File: config.mk
export PLATFORM = sky130hd
export DESIGN_NAME = cv1k_serial_eeprom
export DESIGN_NICKNAME = d
export VERILOG_FILES = /design/src/rtl/cv1k_eeprom_pkg.sv /design/src/rtl/cv1k_serial_sync.sv /design/src/rtl/cv1k_serial_eeprom.sv
export SDC_FILE = /design/constraint.sdc
export NUM_CORES = 1
export LEC_CHECK = 0
export ABC_AREA = 1
export BUFFER_PORTS_ARGS = -buffer_cell sky130_fd_sc_hd__buf_4
export CAP_MARGIN = 20
export CELL_PAD_IN_SITES_DETAIL_PLACEMENT = 1
export CELL_PAD_IN_SITES_GLOBAL_PLACEMENT = 2
export CORE_MARGIN = 5
export CORE_UTILIZATION = 30
export CTS_CLUSTER_DIAMETER = 100
export DETAILED_ROUTE_END_ITERATION = 16
export PLACE_DENSITY = 0.55
export SYNTH_ARGS = -nofsm -noshare
export SYNTH_HDL_FRONTEND = slang
export SYNTH_SLANG_ARGS = --single-unit
File: constraint.sdc
create_clock -name clock -period 7.2 [get_ports clock]
set_input_delay 1.08 -clock clock [delete_from_list [all_inputs] [get_ports clock]]
set_output_delay 1.08 -clock clock [all_outputs]
set_load 0.02 [all_outputs]
File: src/rtl/cv1k_eeprom_pkg.sv
// Shared definitions for the CV1K serial EEPROM responder:
// Microwire opcodes, extended sub-codes, the FSM state encoding
// and the kinds of pending program operation.
package cv1k_eeprom_pkg;

    // Two-bit opcode following the start bit
    localparam logic [1:0] OP_READ  = 2'b10;
    localparam logic [1:0] OP_WRITE = 2'b01;
    localparam logic [1:0] OP_ERASE = 2'b11;
    localparam logic [1:0] OP_EXT   = 2'b00;

    // Extended commands, carried in the top two address bits of OP_EXT
    localparam logic [1:0] EXT_EWEN = 2'b11;
    localparam logic [1:0] EXT_EWDS = 2'b00;
    localparam logic [1:0] EXT_ERAL = 2'b10;
    localparam logic [1:0] EXT_WRAL = 2'b01;

    typedef enum logic [2:0] {
        ST_IDLE,
        ST_OPCODE,
        ST_ADDR,
        ST_READ_OUT,
        ST_WRITE_DATA,
        ST_WAIT_CE_LOW,
        ST_PROGRAM
    } state_t;

    // Program operation armed by a fully received write-type command
    typedef enum logic [2:0] {
        CMD_NONE,
        CMD_WRITE,
        CMD_ERASE,
        CMD_ERAL,
        CMD_WRAL
    } cmd_t;

endpackage

File: src/rtl/cv1k_serial_sync.sv
// Oversampling front end for the 3-wire serial link: two-flop
// synchronisers on ce, clk and di, plus single-cycle pulses for a
// serial-clock rising edge and a chip-enable falling edge.
module cv1k_serial_sync (
    input  logic clock,
    input  logic reset,
    input  logic ser_ce,
    input  logic ser_clk,
    input  logic ser_di,
    output logic ce_s,
    output logic di_s,
    output logic clk_rise,
    output logic ce_fall
);

    logic [1:0] ce_ff;
    logic [1:0] clk_ff;
    logic [1:0] di_ff;
    logic       clk_d;
    logic       ce_d;

    // Synchronise the pins and keep one extra stage for edge detection
    always_ff @(posedge clock or negedge reset) begin
        if (!reset) begin
            ce_ff  <= '0;
            clk_ff <= '0;
            di_ff  <= '0;
            clk_d  <= 1'b0;
            ce_d   <= 1'b0;
        end else begin
            ce_ff  <= {ce_ff[0], ser_ce};
            clk_ff <= {clk_ff[0], ser_clk};
            di_ff  <= {di_ff[0], ser_di};
            clk_d  <= clk_ff[1];
            ce_d   <= ce_ff[1];
        end
    end

    assign ce_s     = ce_ff[1];
    assign di_s     = di_ff[1];
    assign clk_rise = clk_ff[1] & ~clk_d;
    assign ce_fall  = ce_d & ~ce_ff[1];

endmodule

File: src/rtl/cv1k_serial_eeprom.sv
// 93C46-style Microwire EEPROM responder (64 x 16) for the CV1K CPLD
// serial link, oversampled on the system clock.
// Build option: define CV1K_EEPROM_SEQREAD_EN to let a READ keep
// streaming successive words while ce stays high.
//
// state          | meaning
// ---------------+-----------------------------------------------
// ST_IDLE        | waiting for a start bit (1) with ce high
// ST_OPCODE      | shifting in the 2-bit opcode
// ST_ADDR        | shifting in the word address, then dispatch
// ST_READ_OUT    | shifting the addressed word out on ser_do
// ST_WRITE_DATA  | shifting in the data word of WRITE / WRAL
// ST_WAIT_CE_LOW | command complete, waiting for ce to fall
// ST_PROGRAM     | busy programming, serial input ignored
module cv1k_serial_eeprom
    import cv1k_eeprom_pkg::*;
#(
    parameter int ADDR_W       = 6,
    parameter int DATA_W       = 16,
    parameter int WRITE_CYCLES = 1000
) (
    input  logic clock,
    input  logic reset,
    input  logic ser_ce,
    input  logic ser_clk,
    input  logic ser_di,
    output logic ser_do,
    output logic busy
);

    localparam int BCNT_W = $clog2(DATA_W + 1);
    localparam int PCNT_W = $clog2(WRITE_CYCLES + 1);
    localparam logic [ADDR_W-1:0] ADDR_LAST = '1;

    // Power-up contents of an erased part; the array itself has no reset
    logic [DATA_W-1:0] mem [2**ADDR_W] = '{default: '1};

    logic              ce_s;
    logic              di_s;
    logic              clk_rise;
    logic              ce_fall;
    logic              sample;

    state_t            state;
    cmd_t              cmd;
    logic [1:0]        opcode;
    logic [ADDR_W-1:0] addr;
    logic [ADDR_W-1:0] addr_nxt;
    logic [DATA_W-1:0] shreg;
    logic [BCNT_W-1:0] bits_left;
    logic              wen;
    logic [PCNT_W-1:0] prog_cnt;
    logic              sweep_on;
    logic [ADDR_W-1:0] sweep_addr;

    logic              mem_we;
    logic [ADDR_W-1:0] mem_waddr;
    logic [DATA_W-1:0] mem_wdata;

    cv1k_serial_sync u_sync (
        .clock    (clock),
        .reset    (reset),
        .ser_ce   (ser_ce),
        .ser_clk  (ser_clk),
        .ser_di   (ser_di),
        .ce_s     (ce_s),
        .di_s     (di_s),
        .clk_rise (clk_rise),
        .ce_fall  (ce_fall)
    );

    assign sample   = clk_rise & ce_s;
    assign addr_nxt = {addr[ADDR_W-2:0], di_s};

`ifdef CV1K_EEPROM_SEQREAD_EN
    logic [ADDR_W-1:0] addr_inc;
    logic [DATA_W-1:0] word_inc;
    assign addr_inc = addr + 1'b1;
    assign word_inc = mem[addr_inc];
`endif

    // Command decoder, program timer and registered serial output
    always_ff @(posedge clock or negedge reset) begin
        if (!reset) begin
            state      <= ST_IDLE;
            cmd        <= CMD_NONE;
            opcode     <= '0;
            addr       <= '0;
            shreg      <= '0;
            bits_left  <= '0;
            wen        <= 1'b0;
            busy       <= 1'b0;
            ser_do     <= 1'b1;
            prog_cnt   <= '0;
            sweep_on   <= 1'b0;
            sweep_addr <= '0;
        end else if (ce_fall && state != ST_PROGRAM) begin
            ser_do <= 1'b1;
            if (state == ST_WAIT_CE_LOW && cmd != CMD_NONE && wen) begin
                state      <= ST_PROGRAM;
                busy       <= 1'b1;
                prog_cnt   <= PCNT_W'(WRITE_CYCLES - 1);
                sweep_on   <= (cmd == CMD_ERAL) || (cmd == CMD_WRAL);
                sweep_addr <= '0;
            end else begin
                state <= ST_IDLE;
                cmd   <= CMD_NONE;
            end
        end else begin
            case (state)
                ST_IDLE: begin
                    ser_do <= 1'b1;
                    if (sample && di_s) begin
                        state     <= ST_OPCODE;
                        cmd       <= CMD_NONE;
                        bits_left <= BCNT_W'(1);
                    end
                end
                ST_OPCODE: begin
                    if (sample) begin
                        opcode <= {opcode[0], di_s};
                        if (bits_left == '0) begin
                            state     <= ST_ADDR;
                            bits_left <= BCNT_W'(ADDR_W - 1);
                        end else begin
                            bits_left <= bits_left - 1'b1;
                        end
                    end
                end
                ST_ADDR: begin
                    if (sample) begin
                        addr <= addr_nxt;
                        if (bits_left != '0) begin
                            bits_left <= bits_left - 1'b1;
                        end else begin
                            case (opcode)
                                OP_READ: begin
                                    state     <= ST_READ_OUT;
                                    ser_do    <= 1'b0;
                                    shreg     <= mem[addr_nxt];
                                    bits_left <= BCNT_W'(DATA_W);
                                end
                                OP_WRITE: begin
                                    state     <= ST_WRITE_DATA;
                                    bits_left <= BCNT_W'(DATA_W - 1);
                                end
                                OP_ERASE: begin
                                    state <= ST_WAIT_CE_LOW;
                                    cmd   <= CMD_ERASE;
                                end
                                default: begin
                                    case (addr_nxt[ADDR_W-1 -: 2])
                                        EXT_EWEN: begin
                                            wen   <= 1'b1;
                                            state <= ST_WAIT_CE_LOW;
                                        end
                                        EXT_EWDS: begin
                                            wen   <= 1'b0;
                                            state <= ST_WAIT_CE_LOW;
                                        end
                                        EXT_ERAL: begin
                                            cmd   <= CMD_ERAL;
                                            state <= ST_WAIT_CE_LOW;
                                        end
                                        default: begin
                                            state     <= ST_WRITE_DATA;
                                            bits_left <= BCNT_W'(DATA_W - 1);
                                        end
                                    endcase
                                end
                            endcase
                        end
                    end
                end
                ST_READ_OUT: begin
                    if (sample) begin
                        if (bits_left != '0) begin
                            ser_do    <= shreg[DATA_W-1];
                            shreg     <= {shreg[DATA_W-2:0], 1'b0};
                            bits_left <= bits_left - 1'b1;
                        end else begin
`ifdef CV1K_EEPROM_SEQREAD_EN
                            addr      <= addr_inc;
                            ser_do    <= word_inc[DATA_W-1];
                            shreg     <= {word_inc[DATA_W-2:0], 1'b0};
                            bits_left <= BCNT_W'(DATA_W - 1);
`else
                            ser_do <= 1'b1;
                            state  <= ST_WAIT_CE_LOW;
`endif
                        end
                    end
                end
                ST_WRITE_DATA: begin
                    if (sample) begin
                        shreg <= {shreg[DATA_W-2:0], di_s};
                        if (bits_left == '0) begin
                            state <= ST_WAIT_CE_LOW;
                            cmd   <= (opcode == OP_WRITE) ? CMD_WRITE : CMD_WRAL;
                        end else begin
                            bits_left <= bits_left - 1'b1;
                        end
                    end
                end
                ST_WAIT_CE_LOW: begin
                    ser_do <= 1'b1;
                end
                ST_PROGRAM: begin
                    ser_do <= ~ce_s;
                    if (sweep_on) begin
                        sweep_addr <= sweep_addr + 1'b1;
                        if (sweep_addr == ADDR_LAST) begin
                            sweep_on <= 1'b0;
                        end
                    end
                    if (prog_cnt == '0) begin
                        state  <= ST_IDLE;
                        busy   <= 1'b0;
                        ser_do <= 1'b1;
                        cmd    <= CMD_NONE;
                    end else begin
                        prog_cnt <= prog_cnt - 1'b1;
                    end
                end
                default: begin
                    state <= ST_IDLE;
                end
            endcase
        end
    end

    // Single-word programs commit on the last busy cycle so an aborted
    // program leaves the word untouched; bulk programs sweep from cycle one
    always_comb begin
        mem_we    = 1'b0;
        mem_waddr = addr;
        mem_wdata = '1;
        if (state == ST_PROGRAM) begin
            if (sweep_on) begin
                mem_we    = 1'b1;
                mem_waddr = sweep_addr;
            end else if (prog_cnt == '0 && (cmd == CMD_WRITE || cmd == CMD_ERASE)) begin
                mem_we = 1'b1;
            end
            if (cmd == CMD_WRITE || cmd == CMD_WRAL) begin
                mem_wdata = shreg;
            end
        end
    end

    // Storage array write port
    always_ff @(posedge clock) begin
        if (mem_we) begin
            mem[mem_waddr] <= mem_wdata;
        end
    end

endmodule
After elaboration in Yosys (flattened, before gate mapping)
Memory sizes are Yosys's and may differ from the RTL's.
Index checks and enable logic that the tools add are counted.
W data, S select, Z words.
{"block": "word_totals", "ramBits": 1024, "wordCells": 192, "inputBits": 5, "reg_bits": 63, "n_memories": 1}
{"name": "mem", "depth": 64, "width": 16, "read_ports": 1, "rd_ports_with_merged_regs": 0, "write_ports": 1, "line": "cv1k_serial_eeprom.sv:36", "text": "logic [DATA_W-1:0] mem [2**ADDR_W] = '{default: '1};"}
{"block": "classes", "muxes": 80, "eq_ne": 45, "add_sub_neg": 3, "bitwise": 8, "n_reduce_logical": 38}
{"cell": "$mux W16", "count": 8}
{"cell": "$mux W3", "count": 21}
{"cell": "$mux W5", "count": 10}
{"cell": "$pmux W16 S3", "count": 1}
{"cell": "$mux W10", "count": 4}
{"cell": "$ne A3 B3 Y1 const B", "count": 13}
{"cell": "$mux W6", "count": 6}
{"cell": "$pmux W5 S5", "count": 1}
{"cell": "$ne A2 B2 Y1 const B", "count": 12}
{"cell": "$mux W1", "count": 22}
{"cell": "$reduce_and A11 Y1", "count": 2}
{"cell": "$pmux W3 S7", "count": 1}
{"cell": "$reduce_bool A5 Y1", "count": 4}
{"cell": "$pmux W5 S3", "count": 1}
{"cell": "$reduce_and A3 Y1", "count": 5}
{"cell": "$eq A3 B2 Y1 const B", "count": 4}
{"cell": "$eq A3 B3 Y1 const B", "count": 4}
{"cell": "$pmux W3 S4", "count": 1}
{"cell": "$logic_not A10 Y1", "count": 1}
{"cell": "$reduce_and A10 Y1", "count": 1}
{"cell": "$sub A10 B1 Y10 const B", "count": 1}
{"cell": "$pmux W3 S3", "count": 1}
{"cell": "$eq A2 B2 Y1 const B", "count": 4}
{"cell": "$reduce_and A8 Y1", "count": 1}
{"cell": "other kinds (26)", "count": 45}

Depth between registers and ports, before layout
{"block": "logic_depth", "word_depth": 8, "depth_mapped": 15}

Hierarchy
A second synthesis with hierarchy kept.
{"block": "hier_totals", "cells_unflattened": 3974, "area_unflattened_um2": 44863.0}
{"module": "cv1k_serial_eeprom", "instances": 1, "cells_per_inst": 3962, "seq_area_each_um2": 32127.1, "area_each_um2": 44642.8}
{"module": "cv1k_serial_sync", "instances": 1, "cells_per_inst": 12, "seq_area_each_um2": 200.2, "area_each_um2": 220.2}

Worst setup path before layout
OpenSTA, ideal clock, no wires.
{"block": "synth_path", "path_type": "register to register", "start": "reg state[0]", "end": "mem mem[34][0] (enable)", "path_stages_with_launch": 10, "arrival_ns": 2.225, "setup_slack_ns": 4.586, "setup_time_ns": 0.389, "cell_sequence": "dfrtp_1 nor2_4 nand2_4 nor2_4 inv_4 buf_6 o21ai_1 buf_2 nand3_2 nor2_1"}
{"block": "synth_via", "elab_chain_cells": 4, "elab_cells_between_ends": 5}
{"item": "start, declared", "line": "cv1k_serial_eeprom.sv:44", "text": "state_t state;"}
{"item": "start signal, assigned", "line": "cv1k_serial_eeprom.sv:85", "text": "state <= ST_IDLE;"}
{"item": "start signal, assigned", "line": "cv1k_serial_eeprom.sv:100", "text": "state <= ST_PROGRAM;"}
{"item": "start signal, assigned", "line": "cv1k_serial_eeprom.sv:106", "text": "state <= ST_IDLE;"}
{"item": "$eq A3 B3 Y1 (*)", "line": "cv1k_serial_eeprom.sv:238", "text": "if (state == ST_PROGRAM) begin"}
{"item": "$mux W1", "line": "cv1k_serial_eeprom.sv:238"}
{"item": "$mux W1", "line": "cv1k_serial_eeprom.sv:253", "text": "if (mem_we) begin"}
{"item": "$mux W1 (not written as such)", "line": "cv1k_serial_eeprom.sv:254", "text": "mem[mem_waddr] <= mem_wdata;"}
{"item": "end, declared", "line": "cv1k_serial_eeprom.sv:36"}
Mark *: on every way between the ends. The rest lies on a longest branch, timed or not.

Worst setup path after layout
{"block": "layout_path", "start": "reg addr[4]", "end": "mem mem[31][7] (enable)"}
{"block": "layout_via", "elab_chain_cells": 2}
{"item": "start, declared", "line": "cv1k_serial_eeprom.sv:47", "text": "logic [ADDR_W-1:0] addr;"}
{"item": "start signal, assigned", "line": "cv1k_serial_eeprom.sv:132", "text": "addr <= addr_nxt;"}
{"item": "$mux W6", "line": "cv1k_serial_eeprom.sv:239", "text": "if (sweep_on) begin"}
{"item": "$mux W6 (*)", "line": "cv1k_serial_eeprom.sv:238"}
Marks and branches as above.

==> run summary <==
Gr usage total = 0.190
Largest net degree at the start of global routing = 185
Hold_buf cts = 0
WP data arrival = 4190 ps
Power share of the combinational group = 0.138
Worst path slowest cell = nor2_2
CTS clock-pin slew for the worst setup and hold paths = 70 ps
Reg2reg start = addr[4]$_DFFE_PN0P_
Max-slew headroom = 0.311
DRC Markers = 0
TritonCTS clock tree = yes
Leak = 19.7 nW
IO Port Bufs = 6
Post-Syn Nets = 3,987
First-pass GRT wire length = 217 mm
Most Used Layer, Global Route = met2
Register area share after synthesis = 0.720
Total negative setup slack = 0 ps
Via count = 29,500
P&R area growth vs syn = 13.8%
Std-Cell Rows = 142
Netlist cell types = 43
Cell Chain, Critical Path = clkinv_1 > nand2_1 > o21ai_2 > inv_2 > nand2_1 > inv_2 > nand2_1 > nor2_2
Syn Std Cell Area = 44,900 um^2
CP max FO = 20
Worst Path Required = 7580 ps
Worst-case clock skew = 36.7 ps
Overall power after layout = 15.4 mW
Reg power frac = 0.453
Post-CTS Setup Bufs = 0
Share of post-route cells with drive strength above 1 = 0.0872
Psw = 4.32 mW
WL/cell = 25.2 um
Period utilization = 0.529
Max-cap violations = 0
Root buffer cell = clkbuf_16
Least-Margin Pin Slew = 1030 ps
Pre-antenna DRT Iters = 5
Primary FF master, synth = edfxtp_1
Outcome = finished clean
First DRT Iteration DRCs = 2,116
Clock sink total = 1,087
Clk_lat worst skew = 780 ps
Yosys reg bits = 1,087
P_int = 11.1 mW
I/O pin total = 7
Post_cts resized = 0
Die width = 397 um
CTS Buffer Depth = 3
Final Wtd Congestion = 0.762
Placed cell areas = 47,000 um^2
Post-synth EDFFs = 1,024
Most frequent cells in the layout = nand2_1, edfxtp_1, nand3_1
Fin. max-slew vios = 0
Antenna violations before repair = 7
Max Freq = 263 MHz
Max rail drop VDD = 228 uV
Pwr Density = 301 nW/um^2
Met3 Track Usage GR = 0.0281
Yosys warning total = 0
Leading cell type in the layout, fill and taps excluded = nand2_1
Crit start category = flip-flop
Drt total wl = 151 mm
Design area = 51,100 um^2
Clock Power Share = 0.409
Post-layout nets = 3,953
Vias in the first global route = 30,000
Min-Delay Path Class = input port to asynchronous set/reset pin
Crit-path max cell delay = 940 ps
CTS buffer count = 131
Critical Path Start = addr[4]$_DFFE_PN0P_
Met2 GRT Util = 0.309
Post-layout min period = 3810 ps
DP HPWL = 88.1 mm
DR vias/cell = 4.93
Final setup fails = 0
H-tree Lvls = 4
Total core area = 149,000 um^2
Starting Density = 0.301
Hold_ws = 139 ps
Antenna-violating nets left = 0
Most used cell, CP = nand2_1
CP Class = flip-flop to flip-flop
Final Hold Fails = 0
RSZ-0062 raised after global routing = false
Synth Area per Inst = 11.3 um^2
Die span in y = 397 um
Layout fillers = 16,100
Sw Ratio = 0.281
R2R setup slack = 3390 ps
Die area = 157,000 um^2
GRT overflow = 0
Met1 GRT Util = 0.268
Post-synthesis cell count = 3,970
Worst Setup End Kind = flip-flop
Post-synth ARST share = 0.0580
[through the flow]
stage / utilization / cells / setup WS, ps
global route: 0.342 / 5983 / 3060
finish: 0.342 / 5985 / 3390
floorplan: - / 3970 / 4590
global placement: 0.315 / 5745 / 2750
detailed placement: 0.315 / 5746 / 3270
CTS: 0.342 / 5982 / 3260
[cell type report]
class                           instances  area (um^2)  share of cell area
Timing Repair Buffer                   67          602              0.0118
Clock inverter                         50          378             0.00740
Tap cell                             1944         2430              0.0476
Sequential cell                      1087        32300               0.633
Inverter                               86          348             0.00681
Clock buffer                          186         3620              0.0709
Multi-Input combinational cell       2563        11400               0.222
Antenna cell                            2         5.00           0.0000980
[cells by family after synthesis]
group                      Yosys count  share of synthesized area
DFF                               1087                      0.720
buffers and inverters              320                     0.0301
AOI/OAI and AO/OA                  111                     0.0138
and+or+nand+nor                   2438                      0.232
xor gates and xnor gates             2                   0.000390
adders and majority gates           12                    0.00335
[layer usage]
metal | vias up | part of all wire | wire length [um]
met5 | - | 0 | 0
met4 | 0 | 0.020 | 3010
met3 | 167 | 0.036 | 5390
met2 | 463 | 0.47 | 70800
met1 | 15100 | 0.47 | 71500
li1 | 13800 | - | -
[final timing paths]
path	endpoint	cells after the start
worst max-delay path	mem[31][7]$_DFFE_PP_	8
worst min-delay path	state[1]$_DFFE_PN0P_	1
worst max register to register	mem[31][7]$_DFFE_PP_	8
worst min register to register	u_sync.di_ff[1]$_DFF_PN0_	0
max in group asynchronous	addr[2]$_DFFE_PN0P_	2
min in group clock	u_sync.di_ff[1]$_DFF_PN0_	0
[state kept, by name, indices dropped and copies added (netlist names), 3 cells and up]
name and cells:
addr 6, bits_left 5, cmd 3, mem 1024, prog_cnt 10, shreg 16
state 3, sweep_addr 6
[synth_stat cells (2+ instances only)]
master,instances,area share
clkbuf_1,96,0.0080
nor2_2,11,0.0015
buf_1,45,0.0038
o21ai_2,3,0.00059
edfxtp_1,1024,0.69
o22ai_1,3,0.00042
nand2_4,2,0.00050
a211oi_1,2,0.00033
a22oi_1,2,0.00033
o21ai_1,11,0.0012
o211ai_1,3,0.00050
a32oi_1,2,0.00039
nor2_4,3,0.00075
nor3_1,7,0.00078
inv_4,2,0.00028
nand3_2,3,0.00067
xor2_1,2,0.00039
inv_2,15,0.0013
ha_1,12,0.0033
buf_6,2,0.00050
buf_4,7,0.0012
nand2_2,6,0.00084
nand2_1,1399,0.12
inv_1,66,0.0055
nand3_1,895,0.10
buf_2,84,0.0094
clkinv_1,3,0.00025
nor2_1,104,0.0087
a21oi_1,32,0.0036
nor4_1,3,0.00042
o21ai_0,48,0.0054
dfrtp_1,62,0.035
[worst max-delay path: cells and delay by family, from the launching register on]
| kind | cells | cell delay (ps) |
|---|---|---|
| simple gates | 4 | 1630 |
| buf+inv | 3 | 900 |
| flops | 1 | 740 |
| compound gates | 1 | 120 |
[power groups by stage]
stage                     registers (mW)  logic [mW]  clock network, mW
after floorplan                     7.04        1.35                  0
after global placement              7.10        2.18                  0
after detailed placement            7.10        2.17                  0
after CTS                           6.97        2.18               6.46
after global routing                6.97        2.36               6.73
final                               6.97        2.13               6.29
No activity file was read; power rests on OpenSTA's default activity.
